**src/rtl/spi_pkg.sv**
```systemverilog
// Shared SPI master types and decode helpers.
// Ports: none; FSM state enum, word length and SCK half-period tables.
package spi_pkg;

  typedef enum logic [2:0] {
    S_IDLE,
    S_LEAD,
    S_XFER,
    S_TRAIL,
    S_GAP
  } state_t;

  localparam int HALF_W = 5;
  localparam int BITS_W = 6;

  // word_len 0..3 -> 8/16/24/32 bits
  function automatic logic [BITS_W-1:0] word_bits(
    input logic [1:0] len
  );
    return {({1'b0, len} + 3'd1), 3'b000};
  endfunction

  // sck_speed 0..3 -> 2/4/8/16 GCLK cycles per SCK half period
  function automatic logic [HALF_W-1:0] half_period(
    input logic [1:0] sp
  );
    return 5'd2 << sp;
  endfunction

endpackage

```
**src/rtl/spi_clk_gen.sv**
```systemverilog
// SCK generator: half-period and edge counters, edge strobes, SCK register.
// Ports: clk/rst, run (XFER), idle/idle_pol/cpol, half, nedge -> sck, lead/trail/first/last strobes.
module spi_clk_gen (
  input  logic       clk,
  input  logic       rst,
  input  logic       run,
  input  logic       idle,
  input  logic       idle_pol,
  input  logic       cpol,
  input  logic [4:0] half,
  input  logic [6:0] nedge,
  output logic       sck,
  output logic       lead,
  output logic       trail,
  output logic       first,
  output logic       last
);

  logic [4:0] hcnt;
  logic [6:0] ecnt;
  logic       tick;

  // Strobes fire in the cycle whose closing clock edge toggles SCK
  assign tick  = run && (hcnt == half - 5'd1);
  assign lead  = tick && !ecnt[0];
  assign trail = tick && ecnt[0];
  assign first = tick && (ecnt == 7'd0);
  assign last  = tick && (ecnt == nedge - 7'd1);

  always_ff @(posedge clk) begin
    if (rst) begin
      hcnt <= '0;
      ecnt <= '0;
      sck  <= 1'b0;
    end else if (!run) begin
      hcnt <= '0;
      ecnt <= '0;
      sck  <= idle ? idle_pol : cpol;
    end else if (tick) begin
      hcnt <= '0;
      ecnt <= ecnt + 7'd1;
      sck  <= ~sck;
    end else begin
      hcnt <= hcnt + 5'd1;
    end
  end

endmodule

```
**src/rtl/spi_master_core.sv**
```systemverilog
// SPI master shift engine: single full-duplex MSB-first transfer per start.
// Ports: GCLK/RST, start + config + mosi_data in, busy/done/miso_data out, SCK/CS_N/MOSI/MISO pins.
module spi_master_core
  import spi_pkg::*;
#(
  parameter int DATA_W = 32,
  parameter int DLY_W  = 8
) (
  input  logic              GCLK,
  input  logic              RST,
  input  logic              start,
  input  logic [1:0]        spi_mode,
  input  logic [1:0]        sck_speed,
  input  logic [1:0]        word_len,
  input  logic [DLY_W-1:0]  ifg,
  input  logic [DLY_W-1:0]  cs_sck,
  input  logic [DLY_W-1:0]  sck_cs,
  input  logic [DATA_W-1:0] mosi_data,
  output logic              busy,
  output logic              done,
  output logic [DATA_W-1:0] miso_data,
  output logic              SCK,
  output logic              CS_N,
  output logic              MOSI,
  input  logic              MISO
);

  state_t state, nstate;

  logic [DLY_W-1:0]  dcnt;
  logic [DLY_W-1:0]  lead_lim;
  logic [DLY_W-1:0]  trail_lim;
  logic [1:0]        c_mode;
  logic [HALF_W-1:0] c_half;
  logic [BITS_W-1:0] c_bits;
  logic [DLY_W-1:0]  c_ifg;
  logic [DLY_W-1:0]  c_cs_sck;
  logic [DLY_W-1:0]  c_sck_cs;
  logic [DATA_W-1:0] tx;
  logic [DATA_W-1:0] rx;
  logic [DATA_W-1:0] tx_load;
  logic              accept;
  logic              trail_end;
  logic              lead_stb;
  logic              trail_stb;
  logic              first_stb;
  logic              last_stb;

  assign accept    = (state == S_IDLE) && start;
  assign lead_lim  = (c_cs_sck == '0) ? DLY_W'(1) : c_cs_sck;
  assign trail_lim = (c_sck_cs == '0) ? DLY_W'(1) : c_sck_cs;
  assign trail_end = (state == S_TRAIL) &&
                     (dcnt == trail_lim - DLY_W'(1));

  // TX word is left-justified so MOSI is always the top bit
  assign tx_load = mosi_data << (DATA_W - int'(word_bits(word_len)));
  assign MOSI    = tx[DATA_W-1];

  spi_clk_gen u_clk (
    .clk      (GCLK),
    .rst      (RST),
    .run      (state == S_XFER),
    .idle     (state == S_IDLE),
    .idle_pol (spi_mode[1]),
    .cpol     (c_mode[1]),
    .half     (c_half),
    .nedge    ({c_bits, 1'b0}),
    .sck      (SCK),
    .lead     (lead_stb),
    .trail    (trail_stb),
    .first    (first_stb),
    .last     (last_stb)
  );

  always_ff @(posedge GCLK) begin
    if (RST) state <= S_IDLE;
    else     state <= nstate;
  end

  always_comb begin
    nstate = state;
    unique case (state)
      S_IDLE:  if (start) nstate = S_LEAD;
      S_LEAD:  if (dcnt == lead_lim - DLY_W'(1)) nstate = S_XFER;
      S_XFER:  if (last_stb) nstate = S_TRAIL;
      S_TRAIL: if (trail_end) nstate = (c_ifg == '0) ? S_IDLE : S_GAP;
      S_GAP:   if (dcnt == c_ifg - DLY_W'(1)) nstate = S_IDLE;
      default: nstate = S_IDLE;
    endcase
  end

  always_comb begin
    busy = 1'b1;
    CS_N = 1'b0;
    unique case (state)
      S_IDLE: begin
        busy = 1'b0;
        CS_N = 1'b1;
      end
      S_GAP:   CS_N = 1'b1;
      default: ;
    endcase
  end

  // Delay counter restarts on every state change
  always_ff @(posedge GCLK) begin
    if (RST)                  dcnt <= '0;
    else if (nstate != state) dcnt <= '0;
    else                      dcnt <= dcnt + DLY_W'(1);
  end

  always_ff @(posedge GCLK) begin
    if (RST) begin
      c_mode    <= '0;
      c_half    <= '0;
      c_bits    <= '0;
      c_ifg     <= '0;
      c_cs_sck  <= '0;
      c_sck_cs  <= '0;
      tx        <= '0;
      rx        <= '0;
      done      <= 1'b0;
      miso_data <= '0;
    end else begin
      done <= 1'b0;
      if (accept) begin
        c_mode   <= spi_mode;
        c_half   <= half_period(sck_speed);
        c_bits   <= word_bits(word_len);
        c_ifg    <= ifg;
        c_cs_sck <= cs_sck;
        c_sck_cs <= sck_cs;
        tx       <= tx_load;
        rx       <= '0;
      end
      if (lead_stb) begin
        if (!c_mode[0])      rx <= {rx[DATA_W-2:0], MISO};
        else if (!first_stb) tx <= tx << 1;
      end
      if (trail_stb) begin
        if (c_mode[0])      rx <= {rx[DATA_W-2:0], MISO};
        else if (!last_stb) tx <= tx << 1;
      end
      if (trail_end) begin
        done      <= 1'b1;
        miso_data <= rx;
      end
    end
  end

endmodule
```
**config.mk**
```make
export PLATFORM = sky130hd
export DESIGN_NAME = spi_master_core
export DESIGN_NICKNAME = d
export VERILOG_FILES = /design/src/rtl/spi_pkg.sv /design/src/rtl/spi_clk_gen.sv /design/src/rtl/spi_master_core.sv
export SDC_FILE = /design/constraint.sdc
export NUM_CORES = 1
export LEC_CHECK = 0
export ABC_AREA = 1
export CAP_MARGIN = 25
export CORE_AREA = 2 2 121 123
export CTS_BUF_LIST = sky130_fd_sc_hd__clkbuf_4 sky130_fd_sc_hd__clkbuf_8 sky130_fd_sc_hd__clkbuf_16
export CTS_CLUSTER_SIZE = 8
export DETAILED_ROUTE_END_ITERATION = 16
export DIE_AREA = 0 0 123 125
export PLACE_DENSITY_LB_ADDON = 0.3
export SYNTH_ARGS = -nofsm -noshare
export SYNTH_HDL_FRONTEND = slang
export SYNTH_SLANG_ARGS = --single-unit
```
**constraint.sdc**
```tcl
create_clock -name GCLK -period 2.7 [get_ports GCLK]
set_input_delay 0.54 -clock GCLK [delete_from_list [all_inputs] [get_ports GCLK]]
set_output_delay 0.54 -clock GCLK [all_outputs]
set_load 0.01 [all_outputs]
```
-- Word level (Yosys, flattened, before mapping)
Cells that the tools add are included.
- flip-flop bits (word level): 155
- latch bits: 0
- memory bits (writable): 0
- ROM bits: 0
- input port bits: 66
- output and inout port bits: 37
- word-level logic and storage cells: 84
- memories: 0
- $add $sub $neg: 10
- multipliers: 0
- div/mod/pow operators: 0
- order comparisons: 0
- equality and inequality tests: 11
- shift-type cells: 2
- muxes and demuxes: 27
- bitwise gates (word level): 2
- reduce and logical (&&, ||, !) cells: 17
- operators with widths (cell ; count):
    $mux 32 ; 12
    $shl 32x32->32 ; 1
    $eq 8x8->1 ; 3
    $logic_not 8->1 ; 3
    $sub 8x1->8 const B ; 3
    $mux 3 ; 6
    $mux 8 ; 2
    $pmux 3 s5 ; 1
    $add 8x1->8 const B ; 1
    $add 7x1->7 const B ; 1
    $eq 7x7->1 ; 1
    $logic_and 1x1->1 ; 7
    $logic_not 7->1 ; 1
    $sub 6x6->7 const A ; 1
    $sub 7x1->7 const B ; 1
    $eq 3x2->1 const B ; 2
    $mux 1 ; 6
    $reduce_or 2->1 ; 3
    $add 5x1->5 const B ; 1
    $eq 5x5->1 ; 1
    $shl 2x2->5 const A ; 1
    $sub 5x1->5 const B ; 1
    $add 2x1->3 const B ; 1
    $eq 3x1->1 const B ; 1
    7 further kinds ; 8

-- Logic depth before layout (Yosys ltp)
- depth after elaboration: 10
- mapped depth: 23
- depth with buffers taken out: 22

-- By module
From an unflattened synthesis, not the netlist that was laid out.
- cell total of the unflattened synthesis: 1134
- area, all modules: 7807.5 um2
- modules (own cells, without submodules) (module ; instances ; cells each ; area an instance (um2) ; sequential area each (um2)):
    spi_master_core ; 1 ; 957 ; 6688.9 ; 2822.7
    spi_clk_gen ; 1 ; 177 ; 1118.6 ; 260.2

-- Least setup slack after synthesis
OpenSTA, ideal clock, no wires.
- path kind: register to register
- from: register c_sck_cs[4]
- to: register state[2]
- arrival: 2.173 ns
- slack: 0.394 ns
- cell stages (with the launch flop): 21
- period minus slack after synthesis: 2.306 ns
- cell sequence: dfxtp_1 -> inv_2 -> nand2_1 -> nor2_2 -> nand2_2 -> nand2_1 -> inv_1 -> ha_1 -> xor2_1 -> nand2_1 -> nor2_1 -> nand2_1 -> nor2_1 -> nand2_1 -> nor2_2 -> nand3_2 -> buf_6 -> o21ai_1 -> inv_1 -> nand2_1 -> a21oi_1
- longest elaborated chain between the ends: 7
- ends and longest elaborated chain (what ; RTL line ; RTL):
    start, declared ; spi_master_core.sv:38 ; logic [DLY_W-1:0] c_sck_cs;
    start signal, assigned ; spi_master_core.sv:132 ; c_sck_cs <= sck_cs;
    $logic_not 8->1 ; spi_master_core.sv:51 ; assign trail_lim = (c_sck_cs == '0) ? DLY_W'(1) : c_sck_cs;
    $mux 8 (*) ; spi_master_core.sv:51 ;
    $sub 8x1->8 (*) ; spi_master_core.sv:53 ; (dcnt == trail_lim - DLY_W'(1));
    $eq 8x8->1 (*) ; spi_master_core.sv:53 ;
    $logic_and 1x1->1 (*) ; spi_master_core.sv:52 ; assign trail_end = (state == S_TRAIL) &&
    $mux 3 (*) ; spi_master_core.sv:86 ; S_TRAIL: if (trail_end) nstate = (c_ifg == '0) ? S_IDLE : S_GAP;
    $pmux 3 s5 (*) ; spi_master_core.sv:82 ; unique case (state)
    end signal, assigned ; spi_master_core.sv:77 ; else state <= nstate;
    end, declared ; spi_master_core.sv:28 ; state_t state, nstate;
Mark *: on every way between the ends. The rest lies on a longest branch, timed or not.
A chain may end at the register's enable or synchronous reset.

-- Final worst setup path
- from: register c_sck_cs[2]
- to: register miso_data[29]
- longest elaborated chain between the ends: 5
- ends and longest elaborated chain (what ; RTL line ; RTL):
    $logic_not 8->1 ; spi_master_core.sv:51 ;
    $mux 8 (*) ; spi_master_core.sv:51 ;
    $sub 8x1->8 (*) ; spi_master_core.sv:53 ;
    $eq 8x8->1 (*) ; spi_master_core.sv:53 ;
    $logic_and 1x1->1 (*) ; spi_master_core.sv:52 ;
    end signal, assigned ; spi_master_core.sv:146 ; miso_data <= rx;
    end, declared ; spi_master_core.sv:21 ; output logic [DATA_W-1:0] miso_data,
Marked as above.

==> impl_metrics.py <==
metrics = {
    "die": {
        "core_region_area_sq_um": 14200,
        "dieArea_sq_um": 15400,
        "ios": 103,
        "die_h_um": 125,
        "die_w_um": 123,
        "rows": 44,
        "start_util": 0.534,
    },
    "detailed_routing": {
        "dr.pass1.iters": 5,
        "wirelength_um": 20200,
        "final_antenna_net_count": 0,
        "vias": 7499,
        "viasPerCell": 5.45,
        "wl_per_cell_um": 14.7,
        "drt_iter0_drc": 507,
        "drc": 0,
    },
    "global_routing": {
        "antenna_found_initial": 0,
        "grt_pass1_wl_um": 31300,
        "grt_max_degree": 71,
        "grt_overflow": 0,
        "grt_pass1_vias": 6793,
        "grt_usage": 0.250,
    },
    "layout": {
        "ff_latch_area_sq_um": 3090,
        "num-nets-final": 1255,
        "drive_above_1_share": 0.0990,
        "multi_input_area_sq_um": 3810,
        "postLayoutCoreUtil": 0.683,
        "diodes": 0,
        "num-fill-cells": 1183,
        "design_area_sq_um": 9700,
        "syn2layout_area_growth_pct": 28.0,
    },
    "yosys": {
        "syn_area_sq_um": 7580,
        "synth-main-ff-cell": "dfxtp_1",
        "syn_avg_cell_area_sq_um": 6.99,
        "yosysTopAreaCellShare": 0.407,
        "muxShareOfSynthArea": 0,
        "syn_inst": 1084,
        "synthAdderAreaFrac": 0.0165,
        "synth_edf_count": 0,
        "async_reset_ff_frac": 0,
        "synth_top_family_by_area": "simple AND/OR/NAND/NOR gates",
        "synth-simple-area-share": 0.230,
        "yosysWarnings": 0,
        "ys_top_cells_by_area": "dfxtp_1 (41%), a21oi_1 (8.6%), nand2_1 (8.2%)",
        "synth_seq_cells": 154,
        "seq_area_frac_synth": 0.407,
        "syn-num-nets": 1160,
        "synth_cell_type_count": 39,
        "yosysTopAreaCell": "dfxtp_1",
        "synth_compound_area_frac": 0.206,
        "synthXorXnorAreaFrac": 0.0381,
    },
    "clock_tree": {
        "htree_levels": 4,
        "clockBufferDepth": 2,
        "cts_root_buffer": "clkbuf_16",
        "cts_tree": "yes",
        "clkTransAtPathRegs_ns": 0.07,
        "numCtsBuffers": 17,
        "cts.sinks": 154,
        "hold_buffers": 0,
        "clk_latency_ns": 0.43,
    },
    "timing": {
        "setup_viol": 0,
        "worst_slack_ns": 0.0500,
        "finalCriticalPeriod_ns": 2.65,
        "tns_ns": 0,
        "rsz0062_at_grt": "yes",
        "whs_ns": 0.445,
        "fmax_mhz": 377,
        "relSlewSlack": 0.550,
        "fin_crit_sh": 0.981,
        "worstMarginPinSlew_ns": 0.669,
        "worst_clock_skew_ns": 0.00677,
        "hold_viol_final": 0,
        "slew_violations": 0,
    },
    "worst_setup_path": {
        "rr_startpoint": "c_sck_cs[2]$_SDFFE_PP0P_",
        "reg2reg_to": "miso_data[29]$_SDFFE_PP0P_",
        "crit_path_end_kind": "flip-flop",
        "worstRegToRegCells": 19,
        "worstPathRequired_ns": 3.00,
        "worstPathArrival_ns": 2.95,
        "rrSetupSlack_ns": 0.05,
        "startpoint_type": "flip-flop",
        "worstSetupPathType": "reg2reg",
        "path_max_fanout": 8,
    },
    "worst_hold_path": {
        "hold_path_depth": 2,
        "hold_start": "miso_data[18]$_SDFFE_PP0P_",
        "hold_path_class": "reg2reg",
        "min_to": "miso_data[18]$_SDFFE_PP0P_",
    },
    "placement": {
        "gp_congestion": 0.940,
        "pre_cts_ws_ns": 0.136,
        "place_area_sq_um": 8740,
        "place.port_buffers": 102,
        "place_hpwl_um": 12600,
    },
    "outcome": {
        "status": "complete, no violations",
    },
    "job": {
        "cap_violations": 0,
    },
    "pwr": {
        "p_leak_nw": 4.01,
        "powerDensity_nw_per_um2": 624,
        "peakVddDrop_mv": 0.464,
    },
}
cells in the mapped netlist, drive strengths merged, types with 3 or more instances:
master / number
a211oi: 5
o21ai: 124
a21oi: 130
inv: 127
dfxtp: 154
xor2: 23
ha: 10
buf: 30
nand4: 13
o221ai: 10
o22ai: 15
clkinv: 3
xnor2: 10
clkbuf: 30
nand3: 49
nor2: 134
a31oi: 3
nand2: 169
nor3: 38
routing by layer:
layer	wire (um)	track usage	part of all wire
met4	496	0.0902	0.025
met3	1090	0.0547	0.054
met2	9910	0.431	0.49
met1	8700	0.304	0.43
met5	0	0	0
worst max-delay path: stages, from the launching register on:
cell	delay (ns)
dfxtp_4	0.36
inv_4	0.06
nand2_2	0.05
nor2_2	0.11
nand2_2	0.09
nand2_2	0.11
inv_2	0.05
ha_4	0.27
xor2_2	0.15
nand2_1	0.08
nor2_1	0.09
nand2_1	0.07
nor2_1	0.10
nand2_1	0.09
nor2_4	0.14
nand3_4	0.10
buf_12	0.20
buf_6	0.14
o21ai_0	0.17
a21oi_1	0.09
final cells by class:
| cell class | count | area share |
|---|---|---|
| clock buffers | 18 | 0.0446 |
| flip-flops and latches | 154 | 0.319 |
| multi-input cells | 740 | 0.393 |
| clock inverters | 14 | 0.0226 |
| inverters | 130 | 0.0506 |
| repair buffers | 136 | 0.146 |
| well taps | 184 | 0.0237 |
stage by stage:
step,power [mW],std cells
after floorplan,3.08,1084
after global placement,3.36,1328
after detailed placement,3.38,1328
after CTS,5.99,1360
after global routing,6.32,1376
final,6.05,1376
cell usage in the layout, fill, tap and decap left out, types with 6 or more instances in the layout:
master,synthesis,layout
o21ai_0,110,93
o21ai_1,13,25
xor2_1,23,22
nand2_1,166,159
clkbuf_16,0,21
ha_1,10,8
nor3_1,32,32
dfxtp_1,154,150
inv_2,8,10
nand4_1,13,13
buf_4,3,22
a21oi_1,130,129
inv_1,119,116
xnor2_1,10,9
o22ai_1,15,15
o221ai_1,10,10
clkdlybuf4s50_1,0,102
nand3_1,45,45
nand2_2,3,8
nor2_1,129,129
nor3_2,6,6
flip-flops by register name (all words and copies together) (netlist names), 7 cells and up:
signal and cells:
miso_data 32, rx 32, tx 32, c_cs_sck 8, c_ifg 8, c_sck_cs 8, dcnt 8, u_clk.ecnt 7
power breakdown:
group | switching (mW) | internal, mW
logic | 0.574 | 0.411
clock network | 0.990 | 1.65
registers | 0.0673 | 2.36
total | 1.63 | 4.42
how the worst max path moves through the flow:
stage / startpoint / to / slack [ns] / cells past startpoint
after detailed placement: c_sck_cs[4]$_SDFFE_PP0P_ / state[2]$_SDFF_PP0_ / 0.14 / 20
after global placement: c_sck_cs[4]$_SDFFE_PP0P_ / state[2]$_SDFF_PP0_ / 0.18 / 20
after global routing: c_sck_cs[4]$_SDFFE_PP0P_ / miso_data[29]$_SDFFE_PP0P_ / -0.11 / 19
after floorplan: c_sck_cs[4]$_SDFFE_PP0P_ / state[2]$_SDFF_PP0_ / 0.39 / 20
after CTS: c_sck_cs[4]$_SDFFE_PP0P_ / miso_data[21]$_SDFFE_PP0P_ / 0.08 / 18
final: c_sck_cs[2]$_SDFFE_PP0P_ / miso_data[29]$_SDFFE_PP0P_ / 0.05 / 19
cells by family after synthesis:
logic type,after synthesis
compound gates,292
xor+xnor,33
fa+ha+maj,10
buf+inv,190
flops,154
simple gates,405
what timing repair did:
item | in CTS | in global routing
buffers inserted | 0 | 9
setup endpoints to repair | 0 | 41
gates resized for setup | 0 | 45
(Power assumes the default switching activity.)
